### src/rtl/core_host_seq_if.sv
// Bundled preload, core-control, memory and result-stream signals of the host sequencer.
// The master modport is the sequencer side; the slave modport is the memory/core/host side.
interface core_host_seq_if #(
    parameter int unsigned AW = 8,
    parameter int unsigned DW = 8
);
    logic          ld_valid;
    logic [DW-1:0] ld_data;
    logic          ld_ready;
    logic          core_req;
    logic          core_done;
    logic          mem_wr_en;
    logic [AW-1:0] mem_addr;
    logic [DW-1:0] mem_wr_dat;
    logic [DW-1:0] mem_rd_dat;
    logic          rd_valid;
    logic [DW-1:0] rd_data;
    logic          rd_ready;

    modport master (
        input  ld_valid, ld_data, core_done, mem_rd_dat, rd_ready,
        output ld_ready, core_req, mem_wr_en, mem_addr, mem_wr_dat, rd_valid, rd_data
    );

    modport slave (
        output ld_valid, ld_data, core_done, mem_rd_dat, rd_ready,
        input  ld_ready, core_req, mem_wr_en, mem_addr, mem_wr_dat, rd_valid, rd_data
    );
endinterface

### src/rtl/core_host_seq.sv
// Host sequencer: preload a data memory from a stream, kick the core, time its run,
// then drain result words from memory to an output stream.
module core_host_seq #(
    parameter int unsigned AW        = 8,
    parameter int unsigned DW        = 8,
    parameter int unsigned LOAD_BASE = 0,
    parameter int unsigned LOAD_CNT  = 4,
    parameter int unsigned READ_BASE = 64,
    parameter int unsigned READ_CNT  = 2,
    parameter int unsigned TMO       = 1000
) (
    input  logic                  clk,
    input  logic                  reset,
    input  logic                  start,
    core_host_seq_if.master       bus,
    output logic                  busy,
    output logic                  fin,
    output logic                  timeout,
    output logic [31:0]           run_cycles
);

    typedef enum logic [2:0] {StIdle, StLoad, StRun, StDrain, StErr} state_e;

    state_e      state_q, state_d;
    logic [31:0] idx_q, idx_d;
    logic [31:0] run_q, run_d;
    logic        first_q, first_d;
    logic        timeout_q, timeout_d;
    logic        fin_q, fin_d;

    always_ff @(posedge clk or negedge reset) begin
        if (!reset) begin
            state_q   <= StIdle;
            idx_q     <= '0;
            run_q     <= '0;
            first_q   <= 1'b0;
            timeout_q <= 1'b0;
            fin_q     <= 1'b0;
        end else begin
            state_q   <= state_d;
            idx_q     <= idx_d;
            run_q     <= run_d;
            first_q   <= first_d;
            timeout_q <= timeout_d;
            fin_q     <= fin_d;
        end
    end

    always_comb begin
        state_d   = state_q;
        idx_d     = idx_q;
        run_d     = run_q;
        first_d   = 1'b0;
        timeout_d = timeout_q;
        fin_d     = 1'b0;
        unique case (state_q)
            StIdle, StErr: begin
                if (start) begin
                    timeout_d = 1'b0;
                    run_d     = '0;
                    idx_d     = '0;
                    if (LOAD_CNT == 0) begin
                        state_d = StRun;
                        first_d = 1'b1;
                    end else begin
                        state_d = StLoad;
                    end
                end
            end
            StLoad: begin
                if (bus.ld_valid) begin
                    if (idx_q == LOAD_CNT - 1) begin
                        state_d = StRun;
                        idx_d   = '0;
                        first_d = 1'b1;
                    end else begin
                        idx_d = idx_q + 32'd1;
                    end
                end
            end
            StRun: begin
                // The request cycle neither counts nor looks at core_done, which may be stale.
                if (!first_q) begin
                    run_d = run_q + 32'd1;
                    if (bus.core_done) begin
                        idx_d = '0;
                        if (READ_CNT == 0) begin
                            state_d = StIdle;
                            fin_d   = 1'b1;
                        end else begin
                            state_d = StDrain;
                        end
                    end else if (run_d >= TMO) begin
                        state_d   = StErr;
                        timeout_d = 1'b1;
                    end
                end
            end
            StDrain: begin
                if (bus.rd_ready) begin
                    if (idx_q == READ_CNT - 1) begin
                        state_d = StIdle;
                        idx_d   = '0;
                        fin_d   = 1'b1;
                    end else begin
                        idx_d = idx_q + 32'd1;
                    end
                end
            end
            default: state_d = StIdle;
        endcase
    end

    // Outputs decode from registered state only, so reset clears them without a clock.
    always_comb begin
        bus.ld_ready   = 1'b0;
        bus.core_req   = 1'b0;
        bus.mem_wr_en  = 1'b0;
        bus.mem_addr   = {AW{1'b0}};
        bus.mem_wr_dat = {DW{1'b0}};
        bus.rd_valid   = 1'b0;
        bus.rd_data    = {DW{1'b0}};
        unique case (state_q)
            StLoad: begin
                bus.ld_ready = 1'b1;
                bus.mem_addr = AW'(LOAD_BASE + idx_q);
                if (bus.ld_valid) begin
                    bus.mem_wr_en  = 1'b1;
                    bus.mem_wr_dat = bus.ld_data;
                end
            end
            StRun: bus.core_req = first_q;
            StDrain: begin
                bus.rd_valid = 1'b1;
                bus.mem_addr = AW'(READ_BASE + idx_q);
                bus.rd_data  = bus.mem_rd_dat;
            end
            default: ;
        endcase
    end

    assign busy       = (state_q != StIdle);
    assign fin        = fin_q;
    assign timeout    = timeout_q;
    assign run_cycles = run_q;

endmodule

### src/flat_wrapper.sv
// flat-port wrapper written by rule: the top's interface ports become plain ports
module core_host_seq_flat 
#(
    parameter int unsigned AW        = 8,
    parameter int unsigned DW        = 8,
    parameter int unsigned LOAD_BASE = 0,
    parameter int unsigned LOAD_CNT  = 4,
    parameter int unsigned READ_BASE = 64,
    parameter int unsigned READ_CNT  = 2,
    parameter int unsigned TMO       = 1000
)
  (clk, reset, start, busy, fin, timeout, run_cycles, bus_ld_valid, bus_ld_data, bus_core_done, bus_mem_rd_dat, bus_rd_ready, bus_ld_ready, bus_core_req, bus_mem_wr_en, bus_mem_addr, bus_mem_wr_dat, bus_rd_valid, bus_rd_data);
  core_host_seq_if #(.AW(AW), .DW(DW)) bus_i ();
  input  logic clk;
  input  logic reset;
  input  logic start;
  output logic busy;
  output logic fin;
  output logic timeout;
  output logic [31:0] run_cycles;
  input wire logic [$bits(bus_i.ld_valid)-1:0] bus_ld_valid;
  input wire logic [$bits(bus_i.ld_data)-1:0] bus_ld_data;
  input wire logic [$bits(bus_i.core_done)-1:0] bus_core_done;
  input wire logic [$bits(bus_i.mem_rd_dat)-1:0] bus_mem_rd_dat;
  input wire logic [$bits(bus_i.rd_ready)-1:0] bus_rd_ready;
  output wire logic [$bits(bus_i.ld_ready)-1:0] bus_ld_ready;
  output wire logic [$bits(bus_i.core_req)-1:0] bus_core_req;
  output wire logic [$bits(bus_i.mem_wr_en)-1:0] bus_mem_wr_en;
  output wire logic [$bits(bus_i.mem_addr)-1:0] bus_mem_addr;
  output wire logic [$bits(bus_i.mem_wr_dat)-1:0] bus_mem_wr_dat;
  output wire logic [$bits(bus_i.rd_valid)-1:0] bus_rd_valid;
  output wire logic [$bits(bus_i.rd_data)-1:0] bus_rd_data;
  assign bus_i.ld_valid = bus_ld_valid;
  assign bus_i.ld_data = bus_ld_data;
  assign bus_i.core_done = bus_core_done;
  assign bus_i.mem_rd_dat = bus_mem_rd_dat;
  assign bus_i.rd_ready = bus_rd_ready;
  assign bus_ld_ready = bus_i.ld_ready;
  assign bus_core_req = bus_i.core_req;
  assign bus_mem_wr_en = bus_i.mem_wr_en;
  assign bus_mem_addr = bus_i.mem_addr;
  assign bus_mem_wr_dat = bus_i.mem_wr_dat;
  assign bus_rd_valid = bus_i.rd_valid;
  assign bus_rd_data = bus_i.rd_data;
  core_host_seq #(.AW(AW), .DW(DW), .LOAD_BASE(LOAD_BASE), .LOAD_CNT(LOAD_CNT), .READ_BASE(READ_BASE), .READ_CNT(READ_CNT), .TMO(TMO)) u_core (.clk(clk), .reset(reset), .start(start), .bus(bus_i), .busy(busy), .fin(fin), .timeout(timeout), .run_cycles(run_cycles));
endmodule
### config.mk
export PLATFORM = sky130hd
export DESIGN_NAME = core_host_seq_flat
export DESIGN_NICKNAME = d
export VERILOG_FILES = /design/src/rtl/core_host_seq_if.sv /design/src/rtl/core_host_seq.sv /design/src/flat_wrapper.sv
export SDC_FILE = /design/constraint.sdc
export NUM_CORES = 1
export LEC_CHECK = 0
export CAP_MARGIN = 15
export CORE_ASPECT_RATIO = 1.4
export CORE_MARGIN = 4
export CORE_UTILIZATION = 37
export DETAILED_ROUTE_END_ITERATION = 12
export GPL_ROUTABILITY_DRIVEN = 0
export MAX_ROUTING_LAYER = met4
export REMOVE_ABC_BUFFERS = 1
export SKIP_LAST_GASP = 1
export SLEW_MARGIN = 20
export SYNTH_ARGS = -nofsm -noshare
export SYNTH_HDL_FRONTEND = slang
export SYNTH_SLANG_ARGS = --single-unit
### constraint.sdc
create_clock -name clk -period 2.9 [get_ports clk]
set_input_delay 0.58 -clock clk [delete_from_list [all_inputs] [get_ports clk]]
set_output_delay 0.58 -clock clk [all_outputs]
set_load 0.03 [all_outputs]
==> run_results.csv <==
group,metric,value,unit
outcome,status,"finished, final reports clean",
yosys,syn_inst,582,
worst_setup_path,critPathLaunchType,"register",
worst_setup_path,crit_required,2.32,ns
timing,finalCritPeriodShare,94.1,%
routing,vias,4732,
die,die_h,141,um
clocking,ctsRootBufferMaster,"clkbuf_16",
grt,grt_pass1_vias,4664,
run,maxCapViolations,0,
placement,dpl.hpwl,10800,um
yosys,synth_edf_count,0,
worst_setup_path,arrival,2.15,ns
yosys,asyncSetResetFlopFracSynth,100,%
finish,num_antenna_cells,0,
finish,syn_to_final_growth,30.6,%
timing,final-hold-violation-count,0,
clocking,cts_sinks,70,
clocking,cts_tree,"done",
timing,finClkSkew,0.0119,ns
die,die_x,103,um
grt,grt_pass1_wl,23100,um
grt,antenna_found_initial,0,
routing,met1_length,5900,um
routing,ant_nets,0,
routing,routed-wl-met2,7370,um
finish,fin_nets,702,
power_and_ir_drop,irDropWorstVdd,0.000438,V
timing,clock.fmax,366,MHz
clocking,cts_made_buffers,9,
clocking,clock_latency,0.33,ns
routing,drt-initial-drc-count,211,
die,initial_core_util,37.7,%
die,core.rowCount,48,
grt,grtUsageTotal,20.6,%
yosys,synth_ff_type,"dfrtp_1",
timing,slew_viol_final,0,
clocking,cts_max_path_buffers,2,
clocking,post_cts_buffers,0,
clocking,clk_pin_slew,0.06,ns
routing,highest_layer,"met4",
power_and_ir_drop,powerDensity,687,nW/um^2
finish,drive_gt1_share,11.5,%
yosys,ys_seq_area_share,37.5,%
worst_setup_path,crit_start,"u_core.state_q[2]",
clocking,postCtsHoldBufs,0,
routing,viasPerCell,5.71,
timing,relSlewSlack,59.8,%
grt,grt.overflow.total,0,
placement,placed_area,5830,um^2
yosys,ys_seq_elements,70,
die,core_area,12400,um^2
clocking,h-tree-depth,3,
yosys,netlist_area,4670,um^2
worst_hold_path,hp-class,"primary input to async pin",
finish,final-seq-area,1750,um^2
routing,drt_pass1_iterations,4,
yosys,synth.avg_cell_area,8.02,um^2
timing,tightest_slew,0.587,ns
finish,stdcell_area,6090,um^2
grt,grt_max_degree,31,
timing,rsz0062_at_grt,"no",
timing,period_minus_slack,2.73,ns
placement,port_buffers,84,
timing,tns,0,ns
die,dieArea,14500,um^2
worst_setup_path,crit_fanout,11,
yosys,yosysUniqueCellTypes,53,
yosys,synth_warnings,0,
timing,setup-violations-final,0,
routing,met3_length,692,um
finish,fillers,1203,
routing,wl,14300,um
die,io_pins,85,
power_and_ir_drop,power.leakage,2.54,nW
worst_setup_path,r2r-start,"u_core.run_cycles[3]",
routing,post-route-drc-count,0,
finish,multiInputGateArea,2720,um^2
worst_setup_path,end_kind,"output pin",
worst_setup_path,path_class,"register to output pin",
routing,wl_per_cell,17.2,um
## what timing repair did
item,4_1_cts,5_1_grt
hold endpoints to repair,0,0
gates resized for setup,1,2
endpoints found under the setup margin,9,11
## kinds of logic after synthesis
logic type / synth area share (%)
compound gates: 16.2
xor+xnor: 5.25
fa+ha+maj: 1.34
buf+inv: 4.40
flops: 37.5
mux: 2.06
simple gates: 33.2
## metal layers
metal,track usage [%],vias up
li1,-,2282
met3,2.82,24
met1,25.3,2275
met2,33.9,151
met4,7.78,0
met5,-,-
## worst max-delay path: stages, from the launching register on
cell and delay, ns:
dfrtp_1 0.46, inv_1 0.16, nand2_1 0.13, nor2_4 0.21
and2_1 0.18, clkdlybuf4s50_1 0.68
## cell usage in the layout (no fill, tap or decap), types with 22 or more instances in the layout
cell type | Yosys | final
and3_1 | 27 | 27
a21oi_1 | 22 | 22
clkdlybuf4s50_1 | 0 | 73
nand4_1 | 26 | 26
nand3_1 | 28 | 28
nor2_1 | 54 | 53
buf_4 | 0 | 42
dfrtp_1 | 70 | 70
o21ai_0 | 61 | 61
nand2_1 | 75 | 75
## cell usage after synthesis (all sizes together) (2+ instances only)
| cell type | number | area (um^2) |
|---|---|---|
| buf | 7 | 35.0 |
| nor2 | 55 | 209 |
| a21oi | 22 | 110 |
| o31ai | 10 | 75.1 |
| nand2 | 75 | 282 |
| xor2 | 13 | 114 |
| and3 | 27 | 169 |
| inv | 14 | 52.6 |
| dfrtp | 70 | 1750 |
| o211ai | 2 | 20.0 |
| ha | 5 | 62.6 |
| and2 | 10 | 62.6 |
| o22ai | 3 | 18.8 |
| nor4b | 2 | 17.5 |
| nand3b | 2 | 15.0 |
| xnor2 | 15 | 131 |
| mux2 | 5 | 56.3 |
| nand4 | 27 | 184 |
| or3 | 12 | 75.1 |
| o21ai | 65 | 325 |
| nand2b | 7 | 43.8 |
| nor2b | 6 | 37.5 |
| clkbuf | 31 | 118 |
| nor4 | 13 | 130 |
| mux2i | 4 | 40.0 |
| a31oi | 12 | 75.1 |
| o41ai | 5 | 43.8 |
| a21o | 2 | 15.0 |
| nor3b | 3 | 27.5 |
| nor3 | 11 | 60.1 |
| and4 | 7 | 61.3 |
| nand3 | 29 | 150 |
## final timing paths
path | to | slack, ns | depth (start not counted)
worst max-delay path | bus_mem_wr_en | 0.17 | 5
worst min-delay path | u_core.run_cycles[29] | 0.16 | 1
worst max register to register | u_core.state_q[2] | 0.23 | 8
worst min register to register | u_core.idx_q[31] | 0.51 | 1
max in group asynchronous | u_core.state_q[2] | 2.00 | 2
min in group clk | u_core.idx_q[31] | 0.51 | 1
## layout make-up
class / count / area share [%]
Multi-Input combinational cell: 460 / 44.6
Clock inverter: 2 / 0.164
Sequential cell: 70 / 28.7
Tap cell: 150 / 3.08
Inverter: 14 / 0.862
Clock buffer: 13 / 3.94
Timing Repair Buffer: 120 / 18.6
## per-stage QoR
stage | power [mW] | cells | setup slack, ns | utilization [%] | hold slack (ns)
floorplan | 2.28 | 544 | -0.272 | - | 0.284
global placement | 3.20 | 814 | 0.233 | 47.1 | 0.487
detailed placement | 3.22 | 814 | 0.170 | 47.1 | 0.489
CTS | 4.22 | 829 | 0.0750 | 49.2 | 0.154
global route | 4.44 | 829 | 0.0343 | 49.3 | 0.171
finish | 4.19 | 829 | 0.170 | 49.3 | 0.159
## state kept, by name, indices dropped and copies added (netlist names)
name               cells
u_core.fin             1
u_core.first_q         1
u_core.idx_q          32
u_core.run_cycles     32
u_core.state_q         3
u_core.timeout         1
## where the power goes
group / internal, mW / total [mW] / leakage (nW) / switching, mW
sequential: 1.05 / 1.16 / 0.967 / 0.114
clock: 0.572 / 0.968 / 0.123 / 0.395
combinational: 0.765 / 2.06 / 1.45 / 1.29
(Power assumes the default switching activity.)
==> RTL edit: new RTL, config.mk and constraints unchanged <==
Re-encode `state_e` (5 states) as one-hot, 5 bits wide.
--- a/src/rtl/core_host_seq.sv
+++ b/src/rtl/core_host_seq.sv
@@ -19,7 +19,7 @@
     output logic [31:0]           run_cycles
 );
 
-    typedef enum logic [2:0] {StIdle, StLoad, StRun, StDrain, StErr} state_e;
+    typedef enum logic [4:0] {StIdle = 5'b00001, StLoad = 5'b00010, StRun = 5'b00100, StDrain = 5'b01000, StErr = 5'b10000} state_e;
 
     state_e      state_q, state_d;
     logic [31:0] idx_q, idx_d;
Formal check against the unedited RTL: same outputs for any inputs over 10 cycles, from zero or initial values and one cycle with reset low; not proved beyond that.
==> RTL edit against the unedited design <==
  * Sequential power decreased by 3%
  * Core utilization increased by 3.3 points
  * Fmax decreased by 3.5%
  * Synthesized cell count decreased by 1.4%
  * Final area increased by 5.6%
  * Worst setup slack got worse by 0.099 ns
  * Routed wire length decreased by 1.6%
  * Sequential cell count increased by 2
  * Register-to-register slack got worse by 0.16 ns
  * Non-clock buffer count increased by 38
  * Clock skew decreased by 0.0039 ns
  * Largest power group unchanged
  * Area after synthesis decreased by 1.2%
  * Total power decreased by 9.8%
==> RTL edit: results (changes against the unedited design) <==
Yosys warning count -> 0 (unchanged)
NonClk Buf Share -> 21.4% (+2.8 points)
crit share post-route -> 97.6% (+3.4 points)
final wirelength -> 14.1 mm (-1.6%)
num sequential -> 72 (+2.9%)
CP peak stage delay -> 0.43 ns (-0.25 ns)
Synth area leaders -> dfrtp_1, o21ai_0, nand2_1, nor2_1, and3_1
clkbuf count -> 12 (-1)
Vias/cell -> 5.62 (-1.5%)
clk buf depth -> 2 (unchanged)
CP top delay family -> simple AND/OR/NAND/NOR gates
worst hold path type -> in2async
DRT Pass-1 Iters -> 5 (+1)
multi-input gate share of total cell area -> 42.5% (-2.2 points)
Arr. time, crit path -> 3.05 ns (+0.90 ns)
vias in the first global route -> 4690 (+0.56%)
Netlist cell types -> 56 (+5.7%)
Clock Skews -> 0.00800 ns (-0.00390 ns)
Reg area -> 1810 µm² (+3.1%)
worst r2r path cells -> 10 (+2)
DR iter-0 viols -> 290 (+37%)
largest net degree at the start of global routing -> 73 (+140%)
CP max stage cell -> dfrtp_1
layout cells sized above 1 -> 17.8% (+6.3 points)
R2R setup slack -> 0.07 ns (-0.16 ns)
Setup WS pre-CTS -> -0.0321 ns (-0.202 ns)
status -> finished clean
# fillers -> 1193 (-0.83%)
LEAKAGE -> 2.87 nW (+13%)
VDD IR max -> 0.368 mV (-16%)
final-layout clock-cell area share -> 4.49% (+0.39 points)
Inverters -> 11 (-3)
GR Util All Layers -> 20.3% (-0.26 points)
Detail Placement HPWL -> 9.95 mm (-7.6%)
Non-clk bufs -> 158 (+32%)
normalized max-slew margin -> 63.5% (+3.7 points)
first-pass GRT wire length -> 22.8 mm (-1.1%)
reg2reg start -> u_core.run_cycles[7]
Worst setup endpoint -> u_core.state_q[2]
Post-synth top cells -> nand2_1, dfrtp_1, o21ai_0, nor2_1
sequential area share after synthesis -> 39.1% (+1.6 points)
Multi-In Gates -> 457 (-0.65%)
nets -> 736 (+4.8%)
Crit Path Max Fanout -> 7 (-4)
==> RTL edit: cell types whose count changed after synthesis, sizes merged, moves of 4 or more <==
cell / unedited run / this run
and2: 10 / 22
nor2: 55 / 41
nor3: 11 / 21
and3: 27 / 23
mux2: 5 / 1
clkbuf: 31 / 24
nand3: 29 / 24
or3: 12 / 8
nor2b: 6 / 2
nand2: 75 / 83
==> RTL edit: per-stage QoR <==
stage	area, µm²	utilization, %	std cells	hold WS (ns)	setup TNS (ns)
2_1_floorplan	4460	-	540	0.284	-0.714
6_report	6430	52.5	863	0.250	0
4_1_cts	6190	50.5	849	0.288	-0.343
3_5_place_dp	5910	48.2	833	0.517	-0.0321
3_3_place_gp	5910	48.2	833	0.512	0
5_1_grt	6430	52.5	863	0.286	-0.115
==> RTL edit: kinds of logic after synthesis <==
family	after synthesis	share of synthesized area, %
adder cells (fa/ha/maj)	5	1.36
multiplexers	3	0.678
XOR/XNOR	26	4.94
AND/OR/NAND/NOR	285	32.1
buffers and inverters	45	4.18
AO/OA/AOI/OAI	138	17.7
flip-flops	72	39.1
==> RTL edit: layer usage <==
metal  vias to the layer above  share of wire (%)  wire length, µm  track usage (%)
li1                       2348                  -                -                -
met1                      2336                 41             5740             24.5
met2                       135                 52             7350             34.5
met3                        32                4.0              566             2.64
met4                         0                2.8              399             7.26
met5                         -                  0                0                -
==> RTL edit: repair_timing <==
action	CTS	global route
setup endpoints to repair	15	10
pin swaps	1	13
hold buffers	0	0
resized for setup	13	30
setup buffers	1	14
==> RTL edit: power by group <==
group / internal, mW / switching (mW) / leakage [nW] / total, mW
registers: 1.06 / 0.0596 / 0.995 / 1.12
logic: 0.569 / 0.978 / 1.74 / 1.55
clock network: 0.684 / 0.429 / 0.139 / 1.11
total: 2.31 / 1.47 / 2.87 / 3.78
